==> src/rtl/step_counter_n.sv <==
// Tick-gated up/down counter with load, live terminal limit, wrap/saturate mode,
// multi-unit step, registered wrap pulse and sticky overflow/underflow flags.
module step_counter_n #(
    parameter int WIDTH    = 8,
    parameter int STEP     = 1,
    parameter int INIT_W   = 2,
    parameter bit SATURATE = 1'b0
) (
    input  logic              clk,
    input  logic              reset,
    input  logic              slow_edge,
    input  logic              load,
    input  logic              inc,
    input  logic              up,
    input  logic [WIDTH-1:0]  load_val,
    input  logic [WIDTH-1:0]  limit,
    input  logic [INIT_W-1:0] init_val,
    input  logic              clr_flags,
    output logic [WIDTH-1:0]  count,
    output logic              at_limit,
    output logic              at_zero,
    output logic              wrap_pulse,
    output logic              ovf,
    output logic              unf
);

    // One extra bit so that count+STEP and count+limit+1 never truncate.
    localparam int XW = WIDTH + 1;
    typedef logic [XW-1:0] ext_t;
    localparam ext_t STEP_X = ext_t'(STEP);

    ext_t             lim_x;
    ext_t             base;
    ext_t             sum;
    ext_t             wrap_up;
    ext_t             pad_down;
    logic             do_step;
    logic             step_up;
    logic             set_ovf;
    logic             set_unf;
    logic [WIDTH-1:0] next_count;

    // NOTE: every always_comb output gets a default first, so no path leaves a latch.
    always_comb begin
        lim_x      = {1'b0, limit};
        base       = {1'b0, count};
        do_step    = 1'b0;
        step_up    = up;
        set_ovf    = 1'b0;
        set_unf    = 1'b0;
        next_count = count;

        if (slow_edge) begin
            if (load) begin
                base = (load_val > limit) ? lim_x : {1'b0, load_val};
                if (inc) begin
                    do_step = 1'b1;
                    step_up = 1'b1;
                end else begin
                    next_count = base[WIDTH-1:0];
                end
            end else if (!inc) begin
                do_step = 1'b1;
            end
        end

        sum      = base + STEP_X;
        wrap_up  = sum - lim_x - ext_t'(1);
        pad_down = base + lim_x + ext_t'(1);

        if (do_step) begin
            if (limit == '0) begin
                next_count = '0;
                set_ovf    = step_up;
                set_unf    = !step_up;
            end else if (step_up) begin
                if (base > lim_x) begin
                    // Limit was lowered below the count: jump to the range edge.
                    set_ovf    = 1'b1;
                    next_count = SATURATE ? limit : '0;
                end else if (sum <= lim_x) begin
                    next_count = sum[WIDTH-1:0];
                end else begin
                    set_ovf = 1'b1;
                    if (SATURATE)            next_count = limit;
                    else if (wrap_up > lim_x) next_count = '0;
                    else                      next_count = wrap_up[WIDTH-1:0];
                end
            end else begin
                if (base >= STEP_X) begin
                    next_count = base[WIDTH-1:0] - STEP_X[WIDTH-1:0];
                end else begin
                    set_unf = 1'b1;
                    if (SATURATE)              next_count = '0;
                    else if (pad_down < STEP_X) next_count = limit;
                    else                        next_count = pad_down[WIDTH-1:0] - STEP_X[WIDTH-1:0];
                end
            end
        end
    end

    // NOTE: sequential state uses non-blocking assignments only.
    always_ff @(posedge clk) begin
        if (!reset) begin
            count      <= WIDTH'(init_val);
            wrap_pulse <= 1'b0;
            ovf        <= 1'b0;
            unf        <= 1'b0;
        end else begin
            count      <= next_count;
            wrap_pulse <= set_ovf | set_unf;
            ovf        <= set_ovf | (ovf & ~clr_flags);
            unf        <= set_unf | (unf & ~clr_flags);
        end
    end

    assign at_limit = (count == limit);
    assign at_zero  = (count == '0);

endmodule

==> config.mk <==
export PLATFORM = sky130hd
export DESIGN_NAME = step_counter_n
export DESIGN_NICKNAME = d
export VERILOG_FILES = /design/src/rtl/step_counter_n.sv
export SDC_FILE = /design/constraint.sdc
export NUM_CORES = 1
export LEC_CHECK = 0
export BUFFER_PORTS_ARGS = -buffer_cell sky130_fd_sc_hd__clkbuf_2
export CORE_ASPECT_RATIO = 0.9
export CORE_UTILIZATION = 47
export CTS_CLUSTER_SIZE = 12
export DETAILED_ROUTE_END_ITERATION = 8
export MAX_ROUTING_LAYER = met4
export PLACE_DENSITY = 0.67
export SLEW_MARGIN = 20
export SYNTH_ARGS = -nofsm -noshare
export SYNTH_HDL_FRONTEND = slang
export SYNTH_SLANG_ARGS = --single-unit
==> constraint.sdc <==
create_clock -name clk -period 6.4 [get_ports clk]
set_clock_uncertainty 0.05 [all_clocks]
set_input_delay 0.32 -clock clk [delete_from_list [all_inputs] [get_ports clk]]
set_output_delay 0.32 -clock clk [all_outputs]
set_load 0.02 [all_outputs]
* Yosys cells after proc, flatten, opt, wreduce, memory -nomap -nowiden
Cells that the tools add are included.
Widths: inputs -> output; s select.
** Operators by class
- Add/sub/neg operators :: 7
- Magnitude comparators :: 6
- Equality and inequality tests :: 5
- Muxes and demuxes :: 31
- Bitwise operators :: 6
- Reductions and logical operators :: 7
** Operator list (number)
- $mux 8 :: 14
- $add 9x1->9 const B :: 2
- $gt 9x8->1 :: 2
- $logic_not 8->1 :: 2
- $mux 1 :: 16
- $sub 8x1->8 const B :: 2
- $add 9x8->9 :: 1
- $ge 9x1->1 const B :: 1
- $le 9x8->1 :: 1
- $lt 9x1->1 const B :: 1
- $sub 9x1->9 const B :: 1
- $sub 9x8->9 :: 1
- $eq 8x8->1 :: 1
- $gt 8x8->1 :: 1
- $ne 3x1->1 const B :: 2
- $reduce_and 3->1 :: 2
- $reduce_bool 2->1 :: 2
- $ne 3x2->1 const B :: 1
- $or 1x1->1 :: 3
- $and 1x1->1 :: 2
- $mux 2 :: 1
- $ne 2x1->1 const B :: 1
- $logic_not 1->1 :: 1
- $not 1->1 :: 1
** Word-level totals
- Register bits :: 11
- Bits of input ports :: 25
- Output and inout port bits :: 13
- Word-level logic and storage cells :: 67

* Depth between registers and ports, before layout
- Word-level depth :: 15
- Depth in mapped cells :: 27
- Depth with buffers taken out :: 27

* Worst setup path before layout
OpenSTA, ideal clock, no wires.
- Path type :: input port to flip-flop
- Start :: in limit[1]
- End :: reg count[1] (data pin)
- Setup time :: 169 ps
- Arrival time :: 4976 ps
- Data required time :: 6181 ps
- Setup slack :: 1204 ps
- Stages :: 26
- Buffers on the path :: 0
- Cells stage by stage :: inv_1 > ha_1 > nor2b_1 > o211a_1 > o21ai_0 > nand3_1 > and2_1 > a21oi_1 > inv_1 > ha_1 > ha_1 > a21o_1 > a21oi_1 > o21ai_0 > a21oi_1 > o21bai_1 > a21oi_1 > xnor2_1 > ha_1 > nand4_1 > o32a_1 > o31ai_1 > and2_1 > a21boi_2 > a221oi_1 > o31ai_1
** Between the ends
- Longest elaborated chain between the ends :: 15
- Elaborated cells on any way between the ends :: 29
- Those cells by class :: add/sub (7); order compare (6); mux (15); reduce/logical (1)
** Ends and longest elaborated chain
- from (decl) :: RTL line 16 : input logic [WIDTH-1:0] limit,
- $gt 8x8->1 :: RTL line 55 : base = (load_val > limit) ? lim_x : {1'b0, load_val};
- $mux 8 :: RTL line 55
- $mux 8 :: RTL line 54 : if (load) begin
- $mux 8 :: RTL line 53 : if (slow_edge) begin
- $add 9x1->9 :: RTL line 67 : sum = base + STEP_X;
- $sub 9x8->9 :: RTL line 68 : wrap_up = sum - lim_x - ext_t'(1);
- $sub 9x1->9 :: RTL line 68
- $gt 9x8->1 :: RTL line 86 : else if (wrap_up > lim_x) next_count = '0;
- $mux 8 :: RTL line 86
- $mux 8 :: RTL line 81 : end else if (sum <= lim_x) begin
- $mux 8 :: RTL line 77 : if (base > lim_x) begin
- $mux 8 :: RTL line 76 : end else if (step_up) begin
- $mux 8 :: RTL line 72 : if (limit == '0) begin
- $mux 8 * :: RTL line 71 : if (do_step) begin
- $mux 2 * :: RTL line 104 : if (!reset) begin
- to (signal assigned) :: RTL line 105 : count <= WIDTH'(init_val);
- to (signal assigned) :: RTL line 110 : count <= next_count;
- to (decl) :: RTL line 19 : output logic [WIDTH-1:0] count,
Mark *: on every way between the ends. The rest lies on a longest branch, timed or not. The select of a mux whose other input is x is not followed.
A chain may end at the register's enable or synchronous reset.

* Worst setup path in the final report
- Start :: in limit[3]
- End :: reg count[1] (data pin)
The elaborated chain is that of the path after synthesis.

==> summary.md <==
| Metric | Value |
|---|---|
| Outcome | completed |
| Synthesized net count | between 400 and 500 |
| WL/cell | approximately 19 um |
| Buffer cell driving the clock tree root | sky130_fd_sc_hd__clkbuf_8 |
| Final Power | roughly 0.64 mW |
| Data required time of the worst path | ~6400 ps |
| Critical Path Sink Type | register |
| Part of the power in registers | 13.5% |
| Net Switching | between 0.3 and 0.4 mW |
| Die area | around 6800 sq um |
| Largest family of logic cells by synthesized area | compound AO/OA/AOI/OAI gates |
| Count of nets after finishing | roughly 520 |
| Seq/Total Area, Yosys | under 10% |
| Fmax | approximately 170 MHz |
| Mux share of post-synthesis cell area | about 1.7% |
| Buffers & Inverters on Critical Path | 3 |
| Portion of total power attributed to combinational logic | approximately three quarters |
| Post-route setup slack | about 370 ps |
| Hold violation total from the final report | 0 |
| Top cells by instance count after synthesis | sky130_fd_sc_hd__ha_1, sky130_fd_sc_hd__a21oi_1, sky130_fd_sc_hd__inv_1, sky130_fd_sc_hd__nor2_1, sky130_fd_sc_hd__xnor2_1 |
| Largest net degree at the start of global routing | 16 |
| Setup TNS after final layout | 0 ps |
| Compound-cell area share of the yosys netlist | a little under a third |
| Count of boundary I/O pins | 38 |
| Post-synthesis share of cell area spent on full adders, half adders and majority gates | roughly a fifth |
| Yosys Warn Count | 0 |
| Worst setup slack for register-to-register paths | about 1600 ps |
| Critical Path Sink | count[1] |
| Share of the clock period used by the worst path | 94.18% |
| Clk Latency, worst-skew pair | approximately 240 ps |
| Avg Inst Size Synth | around 7.5 sq um |
| Number of enable-type register cells in the synthesized netlist | 2 |
| Number of storage elements in the synthesis netlist | 11 |
| Number of DRC markers after the initial detailed-route iteration | between 300 and 400 |
| Clock edge transition at the registers on the reported setup and hold paths | 50 ps |
| Cell count after synthesis | around 410 |
| Pwr/cell area | 188.9 nW/um^2 |
| Reg2Reg Depth | 21 |
| Max Slew Vio Count | 0 |
| Die X | just under 90 um |
| Utilization after layout | 55.15% |
| CTS H-tree lvls | 1 |
| Post-synthesis to final-layout area growth | 12.60% |
| Placed standard-cell area | 3329 sq um |
| Worst IR drop on VDD | between 0.08 and 0.09 mV |
| Largest stage delay on the critical path | about 400 ps |
| TritonCTS clock tree | done |
| Startpoint of the most critical setup path | limit[3] |
| First-pass GRT wire length | 15540 um |
| Share of synthesized flip-flops with an asynchronous set or reset | 0% |
| Most repeated cell in the gate-level netlist after synthesis | sky130_fd_sc_hd__ha_1 |
| Netlist Area Pre-Place | roughly 3000 sq um |
| Area share of the largest cell type after synthesis | 18.18% |
| Library cell occupying the most area in the post-synthesis netlist | sky130_fd_sc_hd__ha_1 |
| Clock sink count | 11 |
| Number of antenna-violating nets in the routed design | 0 |
| Global-route total usage across every layer | between 30% and 40% |
| Count of inserted antenna diode cells | 0 |
| Synth top area cells | sky130_fd_sc_hd__ha_1, sky130_fd_sc_hd__xnor2_1, sky130_fd_sc_hd__dfxtp_1 |
| Final Critical Period | 6027 ps |
| Height of the die | 78.15 um |
| Int Pwr | approximately 0.32 mW |
| Leakage power | ~1.5 nW |
| Total overflow reported by the global router | 0 |
| CP Depth | 27 |
| Critical R2R Capture | count[1] |
| Number of maximum-capacitance constraint violations | 0 |
| Kind of critical path | primary input to register |
| DPL Wire Length | between 8000 and 9000 um |
| Actual transition at the worst max-transition pin | between 800 and 900 ps |
| Clock power share | between 10% and 20% |
| Slowest cell on the critical path | sky130_fd_sc_hd__ha_1 |
| Via count of the first global-routing pass | 3049 |
| Longest Clk Path Bufs | 2 |
| Number of cells in the finished layout apart from fillers | around 530 |
| Worst slew margin relative to its limit | between 40% and 50% |
| Critical-path maximum fanout | 7 |
| Number of antenna violations at the first check in global routing | 0 |
| Cell family with the largest share of critical-path delay | compound AO/OA/AOI/OAI gates |
| Count of port buffers added during placement | 37 |
| Core area | approximately 6200 sq um |
| Kind of launch point of the worst setup path | primary input |
| Arrival time at the worst endpoint | slightly above 6000 ps |
| Drt total wl | between 10000 and 15000 um |
| Distinct cell type count after synthesis | 70 |
| Inst Count DP | about 530 |
| Worst-case hold slack | roughly 310 ps |
| Total vias in the final route | between 3000 and 4000 |
| Dpl ws | roughly 180 ps |
| Switching portion of total power | ~51% |
| Classification of the worst-slack hold path | primary input to register |
| First-pass DRT Iterations | 5 |
| Setup violations, final | 0 |
| Area of all placed cells without fillers | about 3400 sq um |
| Share of cells above drive strength 1 | between 10% and 20% |
| Routability congestion estimate from global placement | roughly 1.0 |
| Via count normalized by instance count | between 6 and 7 |
| Post-synthesis share of cell area spent on and, or, nand and nor gates | 24.75% |
| Initial Utilization | around half |
| Post-synthesis share of cell area spent on xor and xnor gates | a little over 9% |
| Number of remaining DRC errors | 0 |
| Number of rows created at floorplan | 27 |
| Launch instance of the worst register-to-register path | count[0] |
| CTS buffer count | 3 |
| Dominant register cell in the synthesized netlist | sky130_fd_sc_hd__dfxtp_1 |
[worst reg2reg max path, delay by kind of cell (launching register included)]
family	cells	cell delay, ps
AO/OA/AOI/OAI	11	2230
adder cells (fa/ha/maj)	3	870
flip-flops	1	440
AND/OR/NAND/NOR	3	390
XOR/XNOR	2	360
buffers and inverters	2	220
[power by group through the flow]
stage | combinational, mW | clock (mW) | sequential (mW)
detailed placement | 0.468 | 0 | 0.0882
global placement | 0.463 | 0 | 0.0882
CTS | 0.471 | 0.0696 | 0.0869
floorplan | 0.341 | 0 | 0.0913
finish | 0.489 | 0.0680 | 0.0870
global route | 0.532 | 0.0732 | 0.0872
[flip-flops by register name, indices dropped and copies added, names as in the netlist]
signal      count
count           8
wrap_pulse      1
ovf             1
unf             1
[cells in the final DEF, fill, tap and decap left out, types with 6 or more instances in the layout]
cell	synthesis	final
sky130_fd_sc_hd__inv_1	32	31
sky130_fd_sc_hd__a32oi_1	8	8
sky130_fd_sc_hd__nand2_1	26	26
sky130_fd_sc_hd__nand2b_1	11	11
sky130_fd_sc_hd__dfxtp_1	9	9
sky130_fd_sc_hd__ha_1	44	44
sky130_fd_sc_hd__buf_4	1	7
sky130_fd_sc_hd__nor2_1	28	28
sky130_fd_sc_hd__nand3_1	15	15
sky130_fd_sc_hd__nor2b_1	7	7
sky130_fd_sc_hd__xnor2_1	28	28
sky130_fd_sc_hd__and2_1	7	7
sky130_fd_sc_hd__a21o_1	7	7
sky130_fd_sc_hd__clkbuf_2	0	37
sky130_fd_sc_hd__o211ai_1	7	7
sky130_fd_sc_hd__o21ai_0	20	20
sky130_fd_sc_hd__a21oi_1	34	34
sky130_fd_sc_hd__nand4_1	8	8
sky130_fd_sc_hd__and3_1	6	6
[layout make-up]
cell class / instances / area, sq um
fillers: 633 / 2773
well taps: 87 / 108.9
flip-flops and latches: 11 / 240.2
repair buffers: 44 / 237.7
inverters: 34 / 133.9
clock buffers: 4 / 45.04
multi-input cells: 354 / 2644
[cells by family (layout without fill, tap and decap cells)]
kind of cell | after synthesis | count (layout)
AO/OA/AOI/OAI | 135 | 135
XOR/XNOR | 32 | 32
adder cells (fa/ha/maj) | 46 | 46
buffers and inverters | 41 | 82
flip-flops | 11 | 11
multiplexers | 5 | 5
AND/OR/NAND/NOR | 136 | 136
[repair_timing]
action,CTS,global route
gates resized for setup,0,4
endpoints found under the setup margin,0,2
hold buffers,0,0
buffers inserted,0,2
[per-layer routing]
layer / vias to the layer above / track usage, % / wire length [um]
li1: 1607 / - / -
met1: 1548 / 40.31 / 4537
met2: 182 / 48.65 / 4409
met3: 25 / 4.942 / 853
met4: 0 / 7.167 / 206
met5: - / - / 0
[worst min-delay path by stage]
stage / from / end / depth (start not counted)
floorplan: clr_flags / ovf / 2
global placement: ovf / ovf / 2
detailed placement: ovf / ovf / 2
CTS: clr_flags / ovf / 3
global route: clr_flags / unf / 3
finish: clr_flags / ovf / 3
Note: power is estimated with default switching activity, not from simulation.
